===== src/rtl/ifetch_ctrl_if.sv =====
// Instruction memory bus between the fetch controller
// and the combinational instruction memory.
interface ifetch_ctrl_if;
  logic [31:0] imem_addr;
  logic [31:0] imem_rdata;

  modport master (
    output imem_addr,
    input  imem_rdata
  );

  modport slave (
    input  imem_addr,
    output imem_rdata
  );
endinterface


===== src/rtl/ifetch_ctrl.sv =====
// Instruction-fetch controller: owns the PC, fills IF/ID,
// sequences stall/redirect and traps out-of-range fetches.
module ifetch_ctrl #(
  parameter logic [31:0] RESET_PC  = 32'h0000_0000,
  parameter int unsigned MEM_BYTES = 128
) (
  input  logic        clk,
  input  logic        reset,
  input  logic        stall,
  input  logic        branch_taken,
  input  logic [31:0] branch_target,
  input  logic        jump,
  input  logic [25:0] jump_index,
  ifetch_ctrl_if.master imem,
  output logic [31:0] ifid_instr,
  output logic [31:0] ifid_pc4,
  output logic        ifid_valid,
  output logic        fault,
  output logic [31:0] fault_addr,
  output logic [31:0] fetch_count
);

  localparam logic [31:0] LAST_ADDR = 32'(MEM_BYTES - 4);

  typedef enum logic {
    RUN,
    FAULT
  } state_e;

  state_e      state_q, state_d;
  logic [31:0] pc_q, pc_d;
  logic [31:0] instr_q, instr_d;
  logic [31:0] pc4_q, pc4_d;
  logic        valid_q, valid_d;
  logic        fault_q, fault_d;
  logic [31:0] faddr_q, faddr_d;
  logic [31:0] cnt_q, cnt_d;

  logic [31:0] cand;
  logic        redirect;
  logic        legal;

  // Branch is the older instruction, so it beats the jump.
  always_comb begin
    cand     = pc_q + 32'd4;
    redirect = branch_taken | jump;
    if (branch_taken)
      cand = branch_target;
    else if (jump)
      cand = {pc4_q[31:28], jump_index, 2'b00};
    else if (stall)
      cand = pc_q;
    legal = (cand[1:0] == 2'b00) && (cand <= LAST_ADDR);
  end

  always_comb begin
    state_d = state_q;
    pc_d    = pc_q;
    instr_d = instr_q;
    pc4_d   = pc4_q;
    valid_d = valid_q;
    fault_d = fault_q;
    faddr_d = faddr_q;
    cnt_d   = cnt_q;
    case (state_q)
      RUN: begin
        if (!legal) begin
          state_d = FAULT;
          fault_d = 1'b1;
          faddr_d = cand;
          instr_d = '0;
          valid_d = 1'b0;
        end else if (redirect) begin
          pc_d    = cand;
          instr_d = '0;
          valid_d = 1'b0;
        end else if (!stall) begin
          pc_d    = cand;
          instr_d = imem.imem_rdata;
          pc4_d   = pc_q + 32'd4;
          valid_d = 1'b1;
          cnt_d   = cnt_q + 32'd1;
        end
      end
      FAULT: begin
        instr_d = '0;
        valid_d = 1'b0;
      end
      default: state_d = RUN;
    endcase
  end

  always_ff @(posedge clk) begin
    if (!reset) begin
      state_q <= RUN;
      pc_q    <= RESET_PC;
      instr_q <= '0;
      pc4_q   <= '0;
      valid_q <= 1'b0;
      fault_q <= 1'b0;
      faddr_q <= '0;
      cnt_q   <= '0;
    end else begin
      state_q <= state_d;
      pc_q    <= pc_d;
      instr_q <= instr_d;
      pc4_q   <= pc4_d;
      valid_q <= valid_d;
      fault_q <= fault_d;
      faddr_q <= faddr_d;
      cnt_q   <= cnt_d;
    end
  end

  assign imem.imem_addr = pc_q;
  assign ifid_instr     = instr_q;
  assign ifid_pc4       = pc4_q;
  assign ifid_valid     = valid_q;
  assign fault          = fault_q;
  assign fault_addr     = faddr_q;
  assign fetch_count    = cnt_q;

endmodule


===== src/flat_wrapper.sv =====
// flat-port wrapper written by rule: the top's interface ports become plain ports
module ifetch_ctrl_flat 
#(
  parameter logic [31:0] RESET_PC  = 32'h0000_0000,
  parameter int unsigned MEM_BYTES = 128
)
  (clk, reset, stall, branch_taken, branch_target, jump, jump_index, ifid_instr, ifid_pc4, ifid_valid, fault, fault_addr, fetch_count, imem_imem_addr, imem_imem_rdata);
  ifetch_ctrl_if imem_i ();
  input  logic clk;
  input  logic reset;
  input  logic stall;
  input  logic branch_taken;
  input  logic [31:0] branch_target;
  input  logic jump;
  input  logic [25:0] jump_index;
  output logic [31:0] ifid_instr;
  output logic [31:0] ifid_pc4;
  output logic ifid_valid;
  output logic fault;
  output logic [31:0] fault_addr;
  output logic [31:0] fetch_count;
  output wire logic [$bits(imem_i.imem_addr)-1:0] imem_imem_addr;
  input wire logic [$bits(imem_i.imem_rdata)-1:0] imem_imem_rdata;
  assign imem_imem_addr = imem_i.imem_addr;
  assign imem_i.imem_rdata = imem_imem_rdata;
  ifetch_ctrl #(.RESET_PC(RESET_PC), .MEM_BYTES(MEM_BYTES)) u_core (.clk(clk), .reset(reset), .stall(stall), .branch_taken(branch_taken), .branch_target(branch_target), .jump(jump), .jump_index(jump_index), .imem(imem_i), .ifid_instr(ifid_instr), .ifid_pc4(ifid_pc4), .ifid_valid(ifid_valid), .fault(fault), .fault_addr(fault_addr), .fetch_count(fetch_count));
endmodule

===== config.mk =====
export PLATFORM = sky130hd
export DESIGN_NAME = ifetch_ctrl_flat
export DESIGN_NICKNAME = d
export VERILOG_FILES = /design/src/rtl/ifetch_ctrl_if.sv /design/src/rtl/ifetch_ctrl.sv /design/src/flat_wrapper.sv
export SDC_FILE = /design/constraint.sdc
export NUM_CORES = 1
export LEC_CHECK = 0
export ABC_AREA = 1
export CORE_ASPECT_RATIO = 1.75
export CORE_MARGIN = 10
export CORE_UTILIZATION = 49
export CTS_BUF_LIST = sky130_fd_sc_hd__clkbuf_2 sky130_fd_sc_hd__clkbuf_4 sky130_fd_sc_hd__clkbuf_8
export DETAILED_ROUTE_END_ITERATION = 12
export PLACE_DENSITY_LB_ADDON = 0.1
export SLEW_MARGIN = 30
export SYNTH_ARGS = -nofsm -noshare
export SYNTH_HDL_FRONTEND = slang
export SYNTH_SLANG_ARGS = --single-unit

===== constraint.sdc =====
create_clock -name clk -period 3.7 [get_ports clk]
set_input_delay 1.11 -clock clk [delete_from_list [all_inputs] [get_ports clk]]
set_output_delay 1.11 -clock clk [all_outputs]
set_load 0.01 [all_outputs]

==> results_dict.tcl <==
set metrics [dict create \
    critPathCapture "u_core.ifid_instr[24]$_SDFFE_PN0P_" \
    power_leakage_nw 4.01 \
    setup_ws_ns 0.355 \
    row_count 63 \
    layout.filler_cells 1598 \
    nNetsFinal 1611 \
    netlist_area_um2 8500 \
    timing.hold.worst.class "reg2reg" \
    worst_slew_margin_rel_pct 59.0 \
    rsz0062_at_grt "no" \
    p_total_mw 3.47 \
    holdBufCountCts 0 \
    critical_path.slowest_cell "dfxtp_1" \
    setup_viol 0 \
    remaining_overflow_grt 0 \
    place.gp.congestion 0.982 \
    worst-path-max-fanout 28 \
    cts_buffer_depth 2 \
    grt_pass1_wl_um 51300 \
    clock-root-buffer "clkbuf_8" \
    syn-mean-instance-area_um2 6.60 \
    clock_latency_ns 0.48 \
    tritoncts_buffers 17 \
    critical_path.startpoint "u_core.imem.imem_addr[2]$_SDFFE_PN0P_" \
    die-width_um 120 \
    antenna_violating_nets_post_route 0 \
    r2r-end "u_core.ifid_instr[24]$_SDFFE_PN0P_" \
    grt_usage_pct 27.7 \
    ys_types 31 \
    synth.ff_latch_count 163 \
    setup.worst_path.end_class "register" \
    total_count_of_hold_check_failures_in_the_final_report 0 \
    die_area_um2 23200 \
    timing_max_transition_violations_final 0 \
    coreArea_um2 17000 \
    r2r.worst_path.cells 19 \
    crit_path_cell_trace "ha_1 > nand3_1 > nor2_2 > nand2_1 > nand2_1 > nand3_1 > nand2_1 > nand2_1 > nand2_1 > nand2_1 > nor2_1 > nand2_1 > nor2_2 > nand2_2 > inv_2 > buf_12 > nand3_4 > nand2_1 > a21oi_1" \
    power.density_cell_area_nw_per_um2 296 \
    tritoncts "yes" \
    place_area_um2 11300 \
    worstReg2RegStart "u_core.imem.imem_addr[2]$_SDFFE_PN0P_" \
    detailroute.via_count 9561 \
    yosys_warnings 0 \
    post-route-drc-count 0 \
    final.period_utilization_pct 90.4 \
    worst-endpoint-required_ns 4.04 \
    post_cts.resized_instances 0 \
    final_common_cell "nand2_1" \
    synth_sequential_area_ratio_pct 38.4 \
    grt_pass1_vias 9374 \
    synthesis.nets 1385 \
    port_buffers 256 \
    finish.instance_area_um2 11700 \
    ioPinCount 257 \
    vias_per_cell 5.44 \
    layout_common_cells "nand2_1 (335), clkdlybuf4s50_1 (254), dfxtp_1 (163)" \
    setup.worst_path.start_class "register" \
    hold_ws_ns 0.440 \
    fp.dieH_um 194 \
    cts.sink_count 163 \
    grt_max_degree 121 \
    area_growth_syn_to_layout_pct 37.7 \
    h-tree-depth 4 \
    tightest_slew_ns 0.615 \
    wl_um 33200 \
    skew_ns 0.0106 \
    period_minus_slack_ns 3.35 \
    hpwl_um 24700 \
    grt_antenna_before_repair 3 \
    netlist_instances 1288 \
    dpl_worst_slack_ns -0.0444 \
    worstSetupPathType "reg2reg" \
    worstPathArrival_ns 3.68 \
    maxCapViolCount 0 \
    cts.repair_timing.setup_buffer_count 0 \
    clock.fmax_ghz 0.299 \
    final-instance-count-excl-fill 1756 \
    place_inst 1722 \
    wl_per_cell_um 18.9 \
    worst_ir_drop_vdd_mv 0.254 \
    utilization_pct 68.7 \
    layout-drive-gt1-share_pct 7.33 \
    run_status "finished, final reports clean" \
    detail_route.first_pass.iterations 5 \
    critical-path-top-cell-by-count "nand2_1" \
    clkTransAtPathRegs_ns 0.08 \
    detailedRoute.firstIterationViolations 793 \
    fin_setup_tns_ns 0 \
    max_stage_delay_ns 0.49 \
    r2r_setup_slack_ns 0.35 \
    initial_core_util_pct 49.9 \
]
-- sequential cells by signal, summed over array words and instances (netlist names) --
signal,cells
u_core.fault,1
u_core.fault_addr,32
u_core.fetch_count,32
u_core.ifid_instr,32
u_core.ifid_pc4,32
u_core.ifid_valid,1
u_core.imem.imem_addr,32
u_core.state_q,1
-- Yosys cell counts (all sizes together) --
master / number / share of area (%)
a21oi: 151 / 8.9
and3: 1 / 0.074
buf: 37 / 2.7
clkbuf: 47 / 2.1
clkinv: 1 / 0.044
dfxtp: 163 / 38
ha: 2 / 0.29
inv: 74 / 3.3
nand2: 339 / 15
nand3: 61 / 3.9
nand4: 70 / 5.2
nor2: 156 / 7.2
nor3: 71 / 4.2
nor4: 6 / 0.44
nor4b: 1 / 0.10
o211ai: 3 / 0.27
o21ai: 55 / 3.2
or2: 17 / 1.3
xnor2: 6 / 0.62
xor2: 27 / 2.8
-- area by class of cell --
cell class                 instances  area (um^2)  area share (%)
antenna                            2         5.00          0.0428
sequential                       163         3260            27.9
clock buffer                      23          304            2.60
clock inverter                     9         53.8           0.460
tap                              227          284            2.43
timing repair buffer             291         2950            25.2
inverter                          75          283            2.42
multi-input combinational        966         4560            38.9
-- cells by family after synthesis --
| logic type | synth area share [%] |
|---|---|
| xor gates and xnor gates | 3.40 |
| DFF | 38.4 |
| buffers and inverters | 8.04 |
| adders and majority gates | 0.295 |
| and+or+nand+nor | 37.4 |
| AOI/OAI and AO/OA | 12.4 |
-- report_power, final --
part	internal [mW]	switching [mW]
sequential	1.78	0.0146
clock	0.545	0.678
combinational	0.211	0.240
total	2.54	0.932
-- worst max-delay path, delay by kind of cell, from the launching register on --
family / cells / cell delay (ns)
buffers and inverters: 2 / 0.26
AND/OR/NAND/NOR: 15 / 2.00
AO/OA/AOI/OAI: 1 / 0.07
adder cells (fa/ha/maj): 1 / 0.36
flip-flops: 1 / 0.49
-- per-layer routing --
metal | global-route usage (%) | part of all wire [%]
met1 | 27.2 | 35
met2 | 48.7 | 52
met3 | 7.90 | 6.6
met4 | 18.5 | 6.5
met5 | 0 | 0.069
-- how the worst min path moves through the flow --
stage | startpoint | end | cells past startpoint
final | u_core.ifid_pc4[22]$_SDFFE_PN0P_ | u_core.ifid_pc4[22]$_SDFFE_PN0P_ | 2
after global routing | u_core.ifid_pc4[14]$_SDFFE_PN0P_ | u_core.ifid_pc4[14]$_SDFFE_PN0P_ | 2
after CTS | u_core.ifid_pc4[22]$_SDFFE_PN0P_ | u_core.ifid_pc4[22]$_SDFFE_PN0P_ | 2
after detailed placement | u_core.ifid_pc4[22]$_SDFFE_PN0P_ | u_core.ifid_pc4[22]$_SDFFE_PN0P_ | 2
after global placement | u_core.ifid_pc4[20]$_SDFFE_PN0P_ | u_core.ifid_pc4[20]$_SDFFE_PN0P_ | 2
after floorplan | u_core.ifid_pc4[0]$_SDFFE_PN0P_ | u_core.ifid_pc4[0]$_SDFFE_PN0P_ | 2
No activity file was read; power rests on OpenSTA's default activity.
